File: config.mk
export PLATFORM = sky130hd
export DESIGN_NAME = mdu_iter
export DESIGN_NICKNAME = d
export VERILOG_FILES = /design/src/rtl/mdu_iter.sv
export SDC_FILE = /design/constraint.sdc
export NUM_CORES = 1
export LEC_CHECK = 0
export CAP_MARGIN = 20
export CORE_MARGIN = 10
export CORE_UTILIZATION = 41
export CTS_BUF_LIST = sky130_fd_sc_hd__clkbuf_4
export DETAILED_ROUTE_END_ITERATION = 16
export PLACE_DENSITY = 0.62
export SLEW_MARGIN = 20
export SYNTH_ARGS = -nofsm -noshare
export SYNTH_HDL_FRONTEND = slang
export SYNTH_SLANG_ARGS = --single-unit
File: constraint.sdc
create_clock -name clk -period 8.7 [get_ports clk]
set_input_delay 1.305 -clock clk [delete_from_list [all_inputs] [get_ports clk]]
set_output_delay 1.305 -clock clk [all_outputs]
set_load 0.05 [all_outputs]
File: src/rtl/mdu_iter.sv
// mdu_iter: iterative multiply/divide unit with its own HI/LO register pair
//   clk    rising-edge clock
//   reset  asynchronous active-low reset
//   start  launches op (00 mult, 01 multu, 10 div, 11 divu) on srca/srcb; sampled only when idle
//   flush  cancels an in-flight operation (or a same-cycle start)
//   wrhi/wrlo/wdata  mthi/mtlo writes, honoured only when idle
//   busy   high while an operation is in flight; done pulses one cycle when hi/lo take a result
//   hi/lo  HI/LO registers
// Optional: define MDU_EARLY_TERM_EN to let multiplies finish once the remaining multiplier bits are zero.
module mdu_iter #(
  parameter int WIDTH = 32,
  parameter int CNTW  = $clog2(WIDTH)
) (
  input  logic             clk,
  input  logic             reset,
  input  logic             start,
  input  logic [1:0]       op,
  input  logic [WIDTH-1:0] srca,
  input  logic [WIDTH-1:0] srcb,
  input  logic             flush,
  input  logic             wrhi,
  input  logic             wrlo,
  input  logic [WIDTH-1:0] wdata,
  output logic             busy,
  output logic             done,
  output logic [WIDTH-1:0] hi,
  output logic [WIDTH-1:0] lo
);
`ifdef MDU_EARLY_TERM_EN
  localparam bit earlyTerm = 1'b1;
`else
  localparam bit earlyTerm = 1'b0;
`endif
  typedef enum logic [1:0] {IDLE, CALC, FIX} stateT;
  stateT state;
  logic [2*WIDTH-1:0] acc;
  logic [WIDTH-1:0] bReg;
  logic [CNTW-1:0] cnt;
  logic isDiv, negRes, negRem;
  logic sa, sb;
  logic [WIDTH-1:0] magA, magB, quo, rem, quoFix, remFix, remMask;
  logic [WIDTH:0] mulSum, remShift, diff;
  logic [2*WIDTH-1:0] mulNext, mulAligned, divNext, prod;
  logic lastIter, mulDone, startZero;
  assign busy = state != IDLE;
  always_comb begin
    sa = ~op[0] & srca[WIDTH-1];
    sb = ~op[0] & srcb[WIDTH-1];
    magA = sa ? -srca : srca;
    magB = sb ? -srcb : srcb;
    // multiply step: add multiplicand into the upper half, keeping the carry, then shift right
    mulSum = {1'b0, acc[2*WIDTH-1:WIDTH]} + {1'b0, acc[0] ? bReg : {WIDTH{1'b0}}};
    mulNext = {mulSum, acc[WIDTH-1:1]};
    // restoring divide step on a WIDTH+1 bit partial remainder; diff[WIDTH] set means the trial went negative
    remShift = acc[2*WIDTH-1:WIDTH-1];
    diff = remShift - {1'b0, bReg};
    divNext = diff[WIDTH] ? {acc[2*WIDTH-2:0], 1'b0} : {diff[WIDTH-1:0], acc[WIDTH-2:0], 1'b1};
    lastIter = cnt == CNTW'(WIDTH - 1);
    // unconsumed multiplier bits after this step sit below the product bits already shifted in
    remMask = {WIDTH{1'b1}} >> ({1'b0, cnt} + 1'b1);
    mulDone = (mulNext[WIDTH-1:0] & remMask) == '0;
    mulAligned = mulNext >> (CNTW'(WIDTH - 1) - cnt);
    startZero = ~op[1] & (magB == '0);
    quo = acc[WIDTH-1:0];
    rem = acc[2*WIDTH-1:WIDTH];
    prod = negRes ? -acc : acc;
    // divide by zero leaves the dividend as remainder and forces an all-ones quotient
    quoFix = (bReg == '0) ? {WIDTH{1'b1}} : negRes ? -quo : quo;
    remFix = negRem ? -rem : rem;
  end
  always_ff @(posedge clk or negedge reset) begin
    if (!reset) begin
      state <= IDLE;
      acc <= '0;
      bReg <= '0;
      cnt <= '0;
      isDiv <= 1'b0;
      negRes <= 1'b0;
      negRem <= 1'b0;
      done <= 1'b0;
      hi <= '0;
      lo <= '0;
    end else begin
      done <= 1'b0;
      case (state)
        IDLE: begin
          if (wrhi) hi <= wdata;
          if (wrlo) lo <= wdata;
          if (start && !flush) begin
            state <= (earlyTerm && startZero) ? FIX : CALC;
            acc <= {{WIDTH{1'b0}}, op[1] ? magA : magB};
            bReg <= op[1] ? magB : magA;
            isDiv <= op[1];
            negRes <= sa ^ sb;
            negRem <= sa;
            cnt <= '0;
          end
        end
        CALC: begin
          cnt <= cnt + 1'b1;
          if (flush) state <= IDLE;
          else if (isDiv) begin
            acc <= divNext;
            if (lastIter) state <= FIX;
          end else if (lastIter || (earlyTerm && mulDone)) begin
            acc <= mulAligned;
            state <= FIX;
          end else acc <= mulNext;
        end
        FIX: begin
          state <= IDLE;
          if (!flush) begin
            done <= 1'b1;
            {hi, lo} <= isDiv ? {remFix, quoFix} : prod;
          end
        end
        default: state <= IDLE;
      endcase
    end
  end
endmodule
==> metrics.cfg <==
[critical_path]
required_ps = 9370
cpLargestDelayFamily = compound AO/OA/AOI/OAI gates
crit_fanout = 32
cp_cell_sequence = inv_1 > buf_4 > nor2_1 > ha_1 > o211ai_1 > a21oi_1 > o21ai_1 > o21ai_0 > o21ai_0 > xor2_1 > mux2i_1 > mux2_2 > o21ai_0 > o221ai_1 > a32o_1
cp-start-kind = flop
arrival_ps = 6520
cpMostUsedCell = o21ai_0
worst-setup-path-type = reg -> reg
slowest_delay_ps = 860
worst-r2r-cell-count = 15
rrSetupSlack_ps = 2850
worstSetupEndpointType = flop
crit_slowest_cell = o21ai_0
crit_buf_inv = 2
rr_startpoint = acc[0]$_DFFE_PN0P_
timing.rr.end = acc[57]$_DFFE_PN0P_

[hold_path]
hold_start = lo[12]$_DFFE_PN0P_
hold_end = lo[12]$_DFFE_PN0P_
worstHoldPathCells = 2
hold_class = reg -> reg

[cts]
cts_resized = 0
cts_tree = built
clock_latency_ps = 760
post_cts_buffers = 0
cts_buffers = 17
path_clk_slew_ps = 160
cts-root-buf = clkbuf_4
clkSinkCount = 171
clockBufferDepth = 2
cts_max_level = 4
cts_hold_buf = 0

[synth]
synth_nets = 2875
synth_cell_types = 88
syn_area_um2 = 19800
synth_edf_count = 0
synth-main-ff-cell = dfrtp_1
synth_cells = 2699
ys_async_sr_fraction_pct = 100
synth-seq-cells = 171
syn_area_per_cell_um2 = 7.33
yosys_warnings = 0
seq_area_frac_synth_pct = 21.6

[final_layout]
final_nets = 2893
multiInputGateArea_um2 = 14500
syn_to_final_growth_pct = 12.0
final_common_cell = nand2_1
seq_area_um2 = 4290
fillers = 4885
final_cell_mix = nand2_1, o21ai_0, nor2_1
final_core_util_pct = 46.4
layout-drive-gt1-share_pct = 6.52

[floorplanning]
die_x_um = 240
std_cell_rows = 80
fp.dieH_um = 240
io_pins = 170
die_area_um2 = 57400
start_util_pct = 41.4
core_um2 = 47700

[drt]
viasPerCell = 6.66
finalWirelength_um = 94900
avgRoutedWirePerCell_um = 28.3
ant_nets = 0
remaining_drc_errors = 0
dr.pass1.iters = 7
via_count = 22300
drt-initial-drc-count = 2808

[sta]
max_slew_margin_pct = 20.9
period_needed_ps = 5850
tightest_slew_ps = 1180
setup_viol = 0
hold_viol = 0
fin_setup_tns_ps = 0
rsz0062_at_grt = no
fmax_mhz = 171
drv_slew = 0
period_share_pct = 67.2
worst_clock_skew_ps = 40.1

[pwr]
p_leak_nw = 8.66
power.switching_mw = 3.35
intPower_mw = 2.62
cellPowerDensity_nw_per_um2 = 269
combPwrFrac_pct = 68.0
pwr-share-seq_pct = 22.7
swShare_pct = 56.2
vdd_drop_max_v = 0.000192
p_clk_share_pct = 9.4

[grt]
overflow = 0
grt_pass1_wl_um = 138000
grt_pass1_vias = 20500
track_usage_pct = 32.0
grt-busiest-layer = met2
grt_max_degree = 89
grt_util_met1_pct = 44.0
antenna_found_initial = 5
grtUsageMet3_pct = 6.95
met2_usage_pct = 46.7

[place]
hpwl_um = 74400
finalWeightedCongestion = 1.02
portBuffers = 169

[status]
outcome = finished, final reports clean

[run]
cap_violations = 0

## power by group through the flow
stage | combinational, mW | clock (mW) | sequential (mW)
after floorplan | 2.63 | 0 | 1.25
after global placement | 3.91 | 0 | 1.34
after detailed placement | 3.91 | 0 | 1.35
after CTS | 3.93 | 0.568 | 1.33
after global routing | 4.31 | 0.593 | 1.37
final | 4.06 | 0.558 | 1.35
## Yosys cell counts (10+ instances only)
master,number,area share (%)
or4_1,11,0.42
dfrtp_1,171,22
nand2b_1,18,0.57
nand3_1,52,1.3
a221oi_1,18,0.80
mux4_2,34,3.9
o21a_1,19,0.72
ha_1,70,4.4
o211ai_1,65,2.5
buf_1,31,0.59
nand4_1,15,0.47
a21o_1,31,1.2
o21ai_0,276,7.0
or3_1,23,0.73
nor4_1,28,0.89
mux2_2,23,1.3
nor2_1,248,4.7
o22ai_1,50,1.6
and3_1,15,0.47
nor2b_1,15,0.47
o221ai_1,14,0.62
o41ai_1,13,0.58
o21ai_1,12,0.30
and2_1,20,0.63
a211oi_1,41,1.6
nor3_1,62,1.6
a222oi_1,10,0.51
clkbuf_1,174,3.3
nand2_1,351,6.7
o31ai_1,37,1.4
xor2_1,66,2.9
inv_1,69,1.3
xnor2_1,105,4.6
a31oi_1,32,1.0
a21oi_1,238,6.0
mux2i_1,80,4.0
## worst reg2reg max path, delay by kind of cell, from the launching register on
kind | cells | cell delay [ps]
AOI/OAI and AO/OA | 8 | 3290
DFF | 1 | 520
muxes | 2 | 520
xor gates and xnor gates | 1 | 450
adders and majority gates | 1 | 440
buffers and inverters | 2 | 440
and+or+nand+nor | 1 | 110
## how the worst max path moves through the flow
stage                             from                   to  slack (ps)  cells past startpoint
floorplan           acc[0]$_DFFE_PN0P_  acc[48]$_DFFE_PN0P_        4690                     15
global placement    acc[0]$_DFFE_PN0P_  acc[57]$_DFFE_PN0P_        2940                     14
detailed placement  acc[0]$_DFFE_PN0P_  acc[57]$_DFFE_PN0P_        3110                     15
CTS                 acc[0]$_DFFE_PN0P_  acc[57]$_DFFE_PN0P_        3120                     15
global route        acc[0]$_DFFE_PN0P_  acc[57]$_DFFE_PN0P_        2760                     15
finish              acc[0]$_DFFE_PN0P_  acc[57]$_DFFE_PN0P_        2850                     15
## cell type report
type / instances / area share (%)
multi-input combinational: 2240 / 65.3
sequential: 171 / 19.4
tap: 615 / 3.47
clock buffer: 18 / 0.610
timing repair buffer: 214 / 9.14
clock inverter: 14 / 0.813
inverter: 73 / 1.24
antenna: 5 / 0.0565
## per-layer routing
layer | wire length (um) | part of all wire, % | vias to the layer above
met3 | 10200 | 11 | 194
met5 | 13 | 0.014 | -
met1 | 39900 | 42 | 10700
met4 | 4340 | 4.6 | 2
li1 | - | - | 10000
met2 | 40500 | 43 | 1390
## sequential cells by signal, indices dropped and copies added (netlist names), 2 cells and up
signal and flops:
acc 64, bReg 32, cnt 5, hi 32
lo 32, state 2
## stage by stage
stage                     setup WS (ps)  power (mW)  hold WS (ps)  instance area (um^2)  std cells
after floorplan                    4690        3.88           450                 19800       2699
after global placement             2940        5.25           461                 21800       3313
after detailed placement           3110        5.26           469                 21800       3313
after CTS                          3120        5.82           499                 22100       3345
after global routing               2760        6.27           531                 22200       3349
final                              2850        5.97           494                 22200       3350
## cell families (layout without fill, tap and decap cells)
kind of cell	after synthesis	count (layout)	synth area share [%]
compound gates	964	964	30.7
xor+xnor	171	171	7.57
fa+ha+maj	72	72	4.63
buf+inv	288	319	5.56
flops	171	171	21.6
mux	137	137	9.23
other cells	0	5	0
simple gates	896	896	20.6
No activity file was read; power rests on OpenSTA's default activity.
